$ cat config.mk
export PLATFORM = sky130hd
export DESIGN_NAME = systolic_array_ctrl_flat
export DESIGN_NICKNAME = d
export VERILOG_FILES = /design/src/rtl/systolic_array_ctrl_if.sv /design/src/rtl/systolic_array_ctrl.sv /design/src/flat_wrapper.sv
export SDC_FILE = /design/constraint.sdc
export NUM_CORES = 2
export LEC_CHECK = 0
export CORE_MARGIN = 1
export CORE_UTILIZATION = 57
export DETAILED_ROUTE_END_ITERATION = 10
export GPL_TIMING_DRIVEN = 0
export PLACE_DENSITY = 0.8
export SLEW_MARGIN = 10
export SYNTH_ARGS = -nofsm -noshare
export SYNTH_HDL_FRONTEND = slang
export SYNTH_SLANG_ARGS = --single-unit
$ cat constraint.sdc
create_clock -name clk -period 26.9 [get_ports clk]
set_clock_uncertainty 0.15 [all_clocks]
set_input_delay 2.69 -clock clk [delete_from_list [all_inputs] [get_ports clk]]
set_output_delay 2.69 -clock clk [all_outputs]
set_load 0.03 [all_outputs]
$ cat src/rtl/systolic_array_ctrl_if.sv
// Port bundle between the job sequencer, its operand producer, the systolic array
// and the result consumer. The master view belongs to the controller.
interface systolic_array_ctrl_if #(
  parameter int DATAWIDTH = 16,
  parameter int N_SIZE    = 5
);
  localparam int IDXW = $clog2(N_SIZE);

  logic                            ld_valid;
  logic                            ld_ready;
  logic [N_SIZE*DATAWIDTH-1:0]     ld_a_col;
  logic [N_SIZE*DATAWIDTH-1:0]     ld_b_row;

  logic                            sa_rst_n;
  logic                            sa_valid_in;
  logic [N_SIZE*DATAWIDTH-1:0]     sa_a;
  logic [N_SIZE*DATAWIDTH-1:0]     sa_b;
  logic                            sa_valid_out;
  logic [N_SIZE*2*DATAWIDTH-1:0]   sa_c;

  logic                            res_valid;
  logic                            res_ready;
  logic [N_SIZE*2*DATAWIDTH-1:0]   res_data;
  logic [IDXW-1:0]                 res_row;

  modport master (
    input  ld_valid, ld_a_col, ld_b_row, sa_valid_out, sa_c, res_ready,
    output ld_ready, sa_rst_n, sa_valid_in, sa_a, sa_b, res_valid, res_data, res_row
  );

  modport slave (
    output ld_valid, ld_a_col, ld_b_row, sa_valid_out, sa_c, res_ready,
    input  ld_ready, sa_rst_n, sa_valid_in, sa_a, sa_b, res_valid, res_data, res_row
  );
endinterface

$ cat src/rtl/systolic_array_ctrl.sv
// Job sequencer for an N x N systolic array: buffer operands, clear the array,
// feed it, capture its result rows and replay them over a valid/ready port.
module systolic_array_ctrl #(
  parameter int DATAWIDTH = 16,
  parameter int N_SIZE    = 5,
  parameter int TIMEOUT   = 3 * N_SIZE
) (
  input  logic                  clk,
  input  logic                  rst_n,
  systolic_array_ctrl_if.master bus,
  output logic                  busy,
  output logic                  err
);
  localparam int OW = N_SIZE * DATAWIDTH;
  localparam int RW = N_SIZE * 2 * DATAWIDTH;
  localparam int CW = $clog2(N_SIZE);
  localparam int TW = $clog2(TIMEOUT + 1);
  localparam logic [CW-1:0] CNT_LAST = CW'(N_SIZE - 1);
  localparam logic [CW-1:0] CNT_ONE  = CW'(1);
  localparam logic [TW-1:0] TO_LAST  = TW'(TIMEOUT - 1);
  localparam logic [TW-1:0] TO_ONE   = TW'(1);

  typedef enum logic [2:0] {
    ST_LOAD,
    ST_CLEAR,
    ST_FEED,
    ST_WAIT,
    ST_CAPTURE,
    ST_DRAIN
  } state_t;

  state_t state_reg, state_next;

  logic [OW-1:0] op_a_mem [N_SIZE];
  logic [OW-1:0] op_b_mem [N_SIZE];
  logic [RW-1:0] res_mem  [N_SIZE];

  logic [CW-1:0] beat_cnt_reg, beat_cnt_next;
  logic [CW-1:0] row_cnt_reg, row_cnt_next;
  logic [TW-1:0] to_cnt_reg, to_cnt_next;
  logic          err_reg, err_next;

  logic          ld_ready_reg;
  logic          sa_rst_n_reg;
  logic          sa_valid_in_reg;
  logic [OW-1:0] sa_a_reg;
  logic [OW-1:0] sa_b_reg;
  logic          res_valid_reg;
  logic [RW-1:0] res_data_reg;
  logic [CW-1:0] res_row_reg;
  logic          busy_reg;

  logic          ld_we;
  logic          cap_we;
  logic [CW-1:0] cap_addr;
  logic [CW-1:0] op_rd_addr;
  logic [CW-1:0] res_rd_addr;

  // Read addresses look one entry ahead so the registered read lands on the
  // cycle in which the entry must be presented.
  always_comb begin
    state_next    = state_reg;
    beat_cnt_next = beat_cnt_reg;
    row_cnt_next  = row_cnt_reg;
    to_cnt_next   = to_cnt_reg;
    err_next      = err_reg;
    ld_we         = 1'b0;
    cap_we        = 1'b0;
    cap_addr      = row_cnt_reg;
    op_rd_addr    = '0;
    res_rd_addr   = '0;

    case (state_reg)
      ST_LOAD: begin
        if (bus.ld_valid && ld_ready_reg) begin
          ld_we    = 1'b1;
          err_next = 1'b0;
          if (beat_cnt_reg == CNT_LAST) begin
            beat_cnt_next = '0;
            state_next    = ST_CLEAR;
          end else begin
            beat_cnt_next = beat_cnt_reg + CNT_ONE;
          end
        end
      end

      ST_CLEAR: begin
        beat_cnt_next = '0;
        op_rd_addr    = '0;
        state_next    = ST_FEED;
      end

      ST_FEED: begin
        if (beat_cnt_reg == CNT_LAST) begin
          beat_cnt_next = '0;
          to_cnt_next   = '0;
          state_next    = ST_WAIT;
        end else begin
          beat_cnt_next = beat_cnt_reg + CNT_ONE;
          op_rd_addr    = beat_cnt_reg + CNT_ONE;
        end
      end

      ST_WAIT: begin
        if (bus.sa_valid_out) begin
          cap_we       = 1'b1;
          cap_addr     = '0;
          row_cnt_next = CNT_ONE;
          to_cnt_next  = '0;
          state_next   = ST_CAPTURE;
        end else if (to_cnt_reg == TO_LAST) begin
          err_next    = 1'b1;
          to_cnt_next = '0;
          state_next  = ST_LOAD;
        end else begin
          to_cnt_next = to_cnt_reg + TO_ONE;
        end
      end

      ST_CAPTURE: begin
        if (bus.sa_valid_out) begin
          cap_we = 1'b1;
          if (row_cnt_reg == CNT_LAST) begin
            row_cnt_next = '0;
            state_next   = ST_DRAIN;
          end else begin
            row_cnt_next = row_cnt_reg + CNT_ONE;
          end
        end else begin
          // A gap in the row stream means the job is corrupt; drop it.
          err_next     = 1'b1;
          row_cnt_next = '0;
          state_next   = ST_LOAD;
        end
      end

      ST_DRAIN: begin
        res_rd_addr = row_cnt_reg;
        if (bus.res_ready) begin
          if (row_cnt_reg == CNT_LAST) begin
            row_cnt_next = '0;
            state_next   = ST_LOAD;
          end else begin
            row_cnt_next = row_cnt_reg + CNT_ONE;
            res_rd_addr  = row_cnt_reg + CNT_ONE;
          end
        end
      end

      default: begin
        state_next = ST_LOAD;
      end
    endcase
  end

  always_ff @(posedge clk) begin
    if (ld_we) begin
      op_a_mem[beat_cnt_reg] <= bus.ld_a_col;
      op_b_mem[beat_cnt_reg] <= bus.ld_b_row;
    end
    if (cap_we) begin
      res_mem[cap_addr] <= bus.sa_c;
    end
  end

  // Every output is a register decoded from the next state.
  always_ff @(posedge clk) begin
    if (!rst_n) begin
      state_reg       <= ST_LOAD;
      beat_cnt_reg    <= '0;
      row_cnt_reg     <= '0;
      to_cnt_reg      <= '0;
      err_reg         <= 1'b0;
      ld_ready_reg    <= 1'b0;
      sa_rst_n_reg    <= 1'b0;
      sa_valid_in_reg <= 1'b0;
      sa_a_reg        <= '0;
      sa_b_reg        <= '0;
      res_valid_reg   <= 1'b0;
      res_data_reg    <= '0;
      res_row_reg     <= '0;
      busy_reg        <= 1'b0;
    end else begin
      state_reg       <= state_next;
      beat_cnt_reg    <= beat_cnt_next;
      row_cnt_reg     <= row_cnt_next;
      to_cnt_reg      <= to_cnt_next;
      err_reg         <= err_next;
      ld_ready_reg    <= (state_next == ST_LOAD);
      sa_rst_n_reg    <= (state_next != ST_CLEAR);
      sa_valid_in_reg <= (state_next == ST_FEED);
      sa_a_reg        <= (state_next == ST_FEED) ? op_a_mem[op_rd_addr] : '0;
      sa_b_reg        <= (state_next == ST_FEED) ? op_b_mem[op_rd_addr] : '0;
      res_valid_reg   <= (state_next == ST_DRAIN);
      res_data_reg    <= (state_next == ST_DRAIN) ? res_mem[res_rd_addr] : '0;
      res_row_reg     <= (state_next == ST_DRAIN) ? res_rd_addr : '0;
      busy_reg        <= (state_next != ST_LOAD);
    end
  end

  assign bus.ld_ready    = ld_ready_reg;
  assign bus.sa_rst_n    = sa_rst_n_reg;
  assign bus.sa_valid_in = sa_valid_in_reg;
  assign bus.sa_a        = sa_a_reg;
  assign bus.sa_b        = sa_b_reg;
  assign bus.res_valid   = res_valid_reg;
  assign bus.res_data    = res_data_reg;
  assign bus.res_row     = res_row_reg;
  assign busy            = busy_reg;
  assign err             = err_reg;
endmodule
$ cat src/flat_wrapper.sv
// flat-port wrapper written by rule: the top's interface ports become plain ports
module systolic_array_ctrl_flat 
#(
  parameter int DATAWIDTH = 16,
  parameter int N_SIZE    = 5,
  parameter int TIMEOUT   = 3 * N_SIZE
)
  (clk, rst_n, busy, err, bus_ld_valid, bus_ld_a_col, bus_ld_b_row, bus_sa_valid_out, bus_sa_c, bus_res_ready, bus_ld_ready, bus_sa_rst_n, bus_sa_valid_in, bus_sa_a, bus_sa_b, bus_res_valid, bus_res_data, bus_res_row);
  systolic_array_ctrl_if #(.DATAWIDTH(DATAWIDTH), .N_SIZE(N_SIZE)) bus_i ();
  input  logic clk;
  input  logic rst_n;
  output logic busy;
  output logic err;
  input wire logic [$bits(bus_i.ld_valid)-1:0] bus_ld_valid;
  input wire logic [$bits(bus_i.ld_a_col)-1:0] bus_ld_a_col;
  input wire logic [$bits(bus_i.ld_b_row)-1:0] bus_ld_b_row;
  input wire logic [$bits(bus_i.sa_valid_out)-1:0] bus_sa_valid_out;
  input wire logic [$bits(bus_i.sa_c)-1:0] bus_sa_c;
  input wire logic [$bits(bus_i.res_ready)-1:0] bus_res_ready;
  output wire logic [$bits(bus_i.ld_ready)-1:0] bus_ld_ready;
  output wire logic [$bits(bus_i.sa_rst_n)-1:0] bus_sa_rst_n;
  output wire logic [$bits(bus_i.sa_valid_in)-1:0] bus_sa_valid_in;
  output wire logic [$bits(bus_i.sa_a)-1:0] bus_sa_a;
  output wire logic [$bits(bus_i.sa_b)-1:0] bus_sa_b;
  output wire logic [$bits(bus_i.res_valid)-1:0] bus_res_valid;
  output wire logic [$bits(bus_i.res_data)-1:0] bus_res_data;
  output wire logic [$bits(bus_i.res_row)-1:0] bus_res_row;
  assign bus_i.ld_valid = bus_ld_valid;
  assign bus_i.ld_a_col = bus_ld_a_col;
  assign bus_i.ld_b_row = bus_ld_b_row;
  assign bus_i.sa_valid_out = bus_sa_valid_out;
  assign bus_i.sa_c = bus_sa_c;
  assign bus_i.res_ready = bus_res_ready;
  assign bus_ld_ready = bus_i.ld_ready;
  assign bus_sa_rst_n = bus_i.sa_rst_n;
  assign bus_sa_valid_in = bus_i.sa_valid_in;
  assign bus_sa_a = bus_i.sa_a;
  assign bus_sa_b = bus_i.sa_b;
  assign bus_res_valid = bus_i.res_valid;
  assign bus_res_data = bus_i.res_data;
  assign bus_res_row = bus_i.res_row;
  systolic_array_ctrl #(.DATAWIDTH(DATAWIDTH), .N_SIZE(N_SIZE), .TIMEOUT(TIMEOUT)) u_core (.clk(clk), .rst_n(rst_n), .bus(bus_i), .busy(busy), .err(err));
endmodule
After elaboration in Yosys (flattened, before gate mapping)

Memories as Yosys holds them, arrays and structs flattened. A register that Yosys moved wholly into a read port is not among the register bits.
Cells that the tools add are included.

Register bits after elaboration: 22
Bits in writable memories: 1600
Input bits: 325
Output and inout bits: 329
Logic and storage cells: 94
Memories kept: 3

Memories:

| memory          | depth | bits a word | rd ports | clocked after memory_dff | wr ports | line                      | text |
|---|---|---|---|---|---|---|---|
| u_core.res_mem  | 5     | 160         | 1        | 1                        | 1        | systolic_array_ctrl.sv:36 | `logic [RW-1:0] res_mem [N_SIZE];` |
| u_core.op_a_mem | 5     | 80          | 1        | 1                        | 1        | systolic_array_ctrl.sv:34 | `logic [OW-1:0] op_a_mem [N_SIZE];` |
| u_core.op_b_mem | 5     | 80          | 1        | 1                        | 1        | systolic_array_ctrl.sv:35 | `logic [OW-1:0] op_b_mem [N_SIZE];` |

Add/subtract/negate cells: 3
Equal/unequal tests: 18
Mux-type cells: 41
Reductions and logical operators: 18

Operators with widths:

| cell                | number |
|---|---|
| $mux 3              | 21 |
| $pmux 3 s3          | 2 |
| $pmux 3 s6          | 1 |
| $eq 3x3->1 const B  | 5 |
| $mux 1              | 12 |
| $mux 4              | 3 |
| $reduce_bool 3->1   | 4 |
| $eq 3x2->1 const B  | 3 |
| $ne 2x2->1 const B  | 4 |
| $pmux 4 s2          | 1 |
| $reduce_and 2->1    | 4 |
| $add 3x1->3 const B | 2 |
| $logic_not 3->1     | 2 |
| $ne 2x1->1 const B  | 3 |
| $reduce_and 5->1    | 1 |
| $add 4x1->4 const B | 1 |
| $eq 4x4->1 const B  | 1 |
| $eq 3x1->1 const B  | 1 |
| $logic_not 1->1     | 3 |
| $ne 3x1->1 const B  | 1 |
| $pmux 1 s3          | 1 |
| $reduce_and 3->1    | 1 |
| $reduce_bool 2->1   | 1 |
| $reduce_or 2->1     | 1 |
| $logic_and 1x1->1   | 1 |

Depth between registers and ports, before layout

Depth after elaboration: 7
Gate-level depth with buffers: 11
Mapped depth without buffers: 8

Worst setup path after synthesis

OpenSTA, ideal clock, no wires.

Kind: input -> register
Start: input port bus_ld_valid
End: memory u_core.op_a_mem[4][0] (netlist bit) (enable)
Setup time: 1.127 ns
Arrival time: 19.520 ns
Required time: 25.623 ns
Slack: 6.103 ns
Stages on the path: 4
Buffers on the path: 1
Path through: nand2_1 -> or3_1 -> clkbuf_1 -> nor4b_1

Word-level cells in the longest chain between the ends: 5

RTL lines:

| item                         | line                       | text |
|---|---|---|
| start: declaration           | flat_wrapper.sv:14         | `input wire logic [$bits(bus_i.ld_valid)-1:0] bus_ld_valid;` |
| $logic_and 1x1->1            | systolic_array_ctrl.sv:75  | `if (bus.ld_valid && ld_ready_reg) begin` |
| $mux 1                       | systolic_array_ctrl.sv:75  |  |
| $mux 1                       | systolic_array_ctrl.sv:73  | `case (state_reg)` |
| $mux 1                       | systolic_array_ctrl.sv:157 | `if (ld_we) begin` |
| $mux 1 (not written as such) | systolic_array_ctrl.sv:158 | `op_a_mem[beat_cnt_reg] <= bus.ld_a_col;` |
| end: declaration             | systolic_array_ctrl.sv:34  |  |

No other way between the ends.

Final worst setup path

Start: input port bus_ld_valid
End: memory u_core.op_b_mem[0][28] (netlist bit) (enable)

Word-level cells in the longest chain between the ends: 5

RTL lines:

| item                         | line                       | text |
|---|---|---|
| $logic_and 1x1->1            | systolic_array_ctrl.sv:75  |  |
| $mux 1                       | systolic_array_ctrl.sv:75  |  |
| $mux 1                       | systolic_array_ctrl.sv:73  |  |
| $mux 1                       | systolic_array_ctrl.sv:157 |  |
| $mux 1 (not written as such) | systolic_array_ctrl.sv:159 | `op_b_mem[beat_cnt_reg] <= bus.ld_b_row;` |
| end: declaration             | systolic_array_ctrl.sv:35  |  |

No other way between the ends.

==> parameters.txt <==
Parameter                              Value

Clock network
  Level count of the clock H-tree    4
  Count of hold-fix buffers inserted at cts    0
  CTS tree    done
  Clock transition time at the flip-flop clock pins of the worst setup and hold paths    ~0.070 ns
  Root Buffer Master    sky130_fd_sc_hd__clkbuf_16
  Post-CTS setup repair buffer count    0
  Clock tree sinks    ~2000
  Clk_lat worst skew    0.82 ns
  Number of buffers created by CTS    188
  Number of instances resized during post-cts repair    0
  Bufs on Longest Clock Path    3

Detailed routing
  Drt pass-1 iters    7
  Iter 0 DRT Violations    ~6900
  Total via count in the routed design    ~47000
  Detailed Route WL    around 200000 um
  Number of DRC violations after detailed routing    0
  Via count normalized by instance count    approximately 6.2
  Remaining antenna violation count after routing    0
  Wirelength per Cell    ~27 um

Global routing
  Maximum number of pins on one net before global-route repair    50
  GR peak layer    met2
  First-pass GRT wire length    295000 um
  Sum of overflow across all layers after global routing    0
  Number of antenna violations at the first check in global routing    83
  Overall fraction of global-route tracks in use    0.317
  Global routing met2 resource utilization    0.500
  Met1 Usage GRT    0.388
  Number of global-route vias before repair    46900
  Met3 usage in global routing    0.0991

Finish
  Net count, final    a little over 6000
  Multi-input logic area    approximately 14000 um^2
  Max reg flops    800
  Top flop regs    u_core.res_mem (800), u_core.op_a_mem (400), u_core.op_b_mem (400)
  Fillers    about 7300
  Sequential cell area    about 55000 um^2
  Fraction of final layout cells with drive strength greater than 1    0.104
  Area overhead of the layout relative to synthesis    24.2%
  Top register by number of flip-flops    u_core.res_mem

Die
  Die X-Extent    about 350 um
  IO Count    654
  Site row count    roughly 130
  Core Box Area    around 120000 um^2
  DIE AREA    125000 um^2
  Initial Util    0.576
  Die height    between 300 and 400 um

Setup path
  Reg2reg path depth    16
  Reg-to-reg critical path endpoint    u_core.op_b_mem[0][28]
  R2r setup slk    roughly 22 ns
  Cell occurring most often along the worst timing path    sky130_fd_sc_hd__buf_4
  Critical path startpoint category    input pin
  Type of the worst setup path    in -> reg
  Arrival time of data at the critical path endpoint    ~6.6 ns
  Data required time at the worst endpoint    ~27 ns
  R2R Path Start    u_core.state_reg[0]
  Largest fanout of any net on the critical path    8
  Slowest cell on the critical path    sky130_fd_sc_hd__nor4_2
  Capturing element type of the critical path    flop
  Maximum cell stage delay along the critical path    0.67 ns
  Series of cell instances along the critical path    clkdlybuf4s50_1, nand2_1, or3_1, clkbuf_1, nor4_2, buf_4, buf_4, buf_4, buf_4, buf_2, buf_4, buf_4, buf_4, buf_4, buf_4

STA
  Share of the clock period used by the worst path    0.232
  Max Freq    0.160 GHz
  Smallest setup slack after layout    approximately 21 ns
  Worst-margin pin slew    roughly 1.3 ns
  Number of setup violations in the final report    0
  Number of pins with negative max-slew slack in the final report    0
  Total negative slack    0 ns
  Slew margin rel.    0.140
  RSZ-0062 raised after global routing    no
  Final critical delay including setup and external delays    between 6 and 7 ns
  Final count of hold timing violations    0

Synth
  Biggest area contributors in the synthesized netlist    sky130_fd_sc_hd__edfxtp_1 68%, sky130_fd_sc_hd__dfxtp_1 9.7%, sky130_fd_sc_hd__nand3_1 4.6%, sky130_fd_sc_hd__nand2_1 2.6%, sky130_fd_sc_hd__mux2i_1 2.3%
  Seq/Total Area, Yosys    0.780
  Netlist Area Pre-Place    70400 um^2
  Register bit count reported by yosys    between 1500 and 2000
  Number of flops mapped to enable cells by yosys    1600
  Most used standard cell by instance count after synthesis    sky130_fd_sc_hd__edfxtp_1
  Commonest cells in the synthesized netlist    1600 x sky130_fd_sc_hd__edfxtp_1, 645 x sky130_fd_sc_hd__nand3_1, 489 x sky130_fd_sc_hd__nand2_1, 342 x sky130_fd_sc_hd__dfxtp_1, 274 x sky130_fd_sc_hd__clkbuf_1
  Share of flip-flops with an asynchronous set or reset    0
  Synthesized Nets    around 5000
  Library cells used by synthesis    47
  Cells after Synth    4675
  Synthesis Warnings    0
  Leading area contributor after synthesis    sky130_fd_sc_hd__edfxtp_1
  Mapped Avg Cell Area    between 15 and 20 um^2
  Top FF cell, synth    sky130_fd_sc_hd__edfxtp_1
  Area share of the largest cell type after synthesis    0.682

Hold path
  Sink of the worst hold path    u_core.bus.res_data[79]
  Hold wc startpoint    u_core.res_mem[4][79]
  Hold Crit Class    reg -> reg
  Cells on Worst Hold Path    1

Placement
  Worst-case setup slack after placement    19.93 ns
  Port Buffers    652
  Placed wire-length estimate    approximately 130000 um
  Placer congestion estimate    0.857

Power and ir drop
  Leakage power    28.8 nW
  Worst vdd ir    between 60 and 70 uV
  Total power per unit cell area    70.2 nW/um^2

Status
  Run status    finished, final reports clean

Flow run
  Maxcap violations    0
==> layout by cell type, fill, tap and decap left out, types with 4 or more instances in the layout <==
cell and instances:
sky130_fd_sc_hd__a21oi_1 175, sky130_fd_sc_hd__ha_1 7, sky130_fd_sc_hd__inv_1 8, sky130_fd_sc_hd__clkdlybuf4s50_1 652, sky130_fd_sc_hd__clkinv_1 25, sky130_fd_sc_hd__inv_6 4
sky130_fd_sc_hd__o2111ai_1 160, sky130_fd_sc_hd__edfxtp_1 1600, sky130_fd_sc_hd__buf_6 13, sky130_fd_sc_hd__bufinv_16 18, sky130_fd_sc_hd__nor3b_1 4, sky130_fd_sc_hd__clkbuf_16 194
sky130_fd_sc_hd__nor4_2 7, sky130_fd_sc_hd__dfxtp_1 342, sky130_fd_sc_hd__diode_2 61, sky130_fd_sc_hd__or3_1 162, sky130_fd_sc_hd__nand3_1 645, sky130_fd_sc_hd__o21ai_0 162
sky130_fd_sc_hd__a211oi_1 4, sky130_fd_sc_hd__clkinv_2 32, sky130_fd_sc_hd__nor3_1 4, sky130_fd_sc_hd__buf_2 107, sky130_fd_sc_hd__nand2_1 489, sky130_fd_sc_hd__nor2_1 13
sky130_fd_sc_hd__clkinvlp_4 8, sky130_fd_sc_hd__nand2b_1 163, sky130_fd_sc_hd__clkbuf_8 21, sky130_fd_sc_hd__buf_4 195, sky130_fd_sc_hd__a32o_1 160, sky130_fd_sc_hd__clkbuf_1 319
sky130_fd_sc_hd__clkinv_16 4, sky130_fd_sc_hd__buf_1 26, sky130_fd_sc_hd__mux2i_1 163, sky130_fd_sc_hd__nor2b_1 4
==> area by class of cell <==
type | instances | area share
Tap cell | 1625 | 0.0232
Inverter | 8 | 0.000343
Sequential cell | 1942 | 0.627
Multi-Input combinational cell | 2362 | 0.161
Antenna cell | 61 | 0.00174
Clock inverter | 95 | 0.0122
Clock buffer | 260 | 0.0607
Buffer | 363 | 0.0165
Timing Repair Buffer | 907 | 0.0964
==> logic make-up after synthesis <==
group           count (synthesis)  share of synthesized area
flops                        1942                      0.780
simple gates                 1515                      0.106
compound gates                676                     0.0690
buf+inv                       371                     0.0210
mux                           164                     0.0233
fa+ha+maj                       7                    0.00124
==> through the flow <==
| step | instance area (um^2) | util | hold WS [ns] | total power [mW] | cells |
|---|---|---|---|---|---|
| floorplan | 70400 | - | 0.285 | 3.41 | 4675 |
| global placement | 79000 | 0.646 | 0.294 | 3.52 | 6952 |
| detailed placement | 81000 | 0.662 | 0.292 | 3.51 | 7207 |
| CTS | 87300 | 0.715 | 0.300 | 6.15 | 7562 |
| global route | 87400 | 0.716 | 0.320 | 6.28 | 7606 |
| finish | 87500 | 0.716 | 0.302 | 6.14 | 7623 |
==> worst max-delay path: cells and delay by family <==
kind	cells	cell delay, ns
and+or+nand+nor	3	1.12
buffers and inverters	12	2.74
==> worst max-delay path by stage <==
stage | from | end | slack [ns] | cells after the start
2_1_floorplan | bus_ld_valid | u_core.op_a_mem[4][0] | 6.10 | 4
3_3_place_gp | bus_sa_valid_out | u_core.res_mem[4][16] | -7.96 | 4
3_5_place_dp | bus_ld_valid | u_core.op_b_mem[0][28] | 19.93 | 15
4_1_cts | bus_ld_valid | u_core.op_b_mem[0][27] | 20.72 | 15
5_1_grt | bus_ld_valid | u_core.op_b_mem[0][28] | 20.53 | 15
6_report | bus_ld_valid | u_core.op_b_mem[0][28] | 20.66 | 15
==> where the power goes <==
group	leakage, nW	switching [mW]	internal [mW]	total [mW]
clock	3.10	1.13	1.56	2.69
sequential	17.2	0.00468	3.27	3.28
combinational	8.48	0.0970	0.0774	0.174
total	28.8	1.24	4.91	6.14
==> metal layers <==
layer	part of all wire	wire [um]
met3	0.12	25300
met1	0.34	69300
met5	0.0020	411
met2	0.48	96600
met4	0.053	10800
No activity file was read; power rests on OpenSTA's default activity.
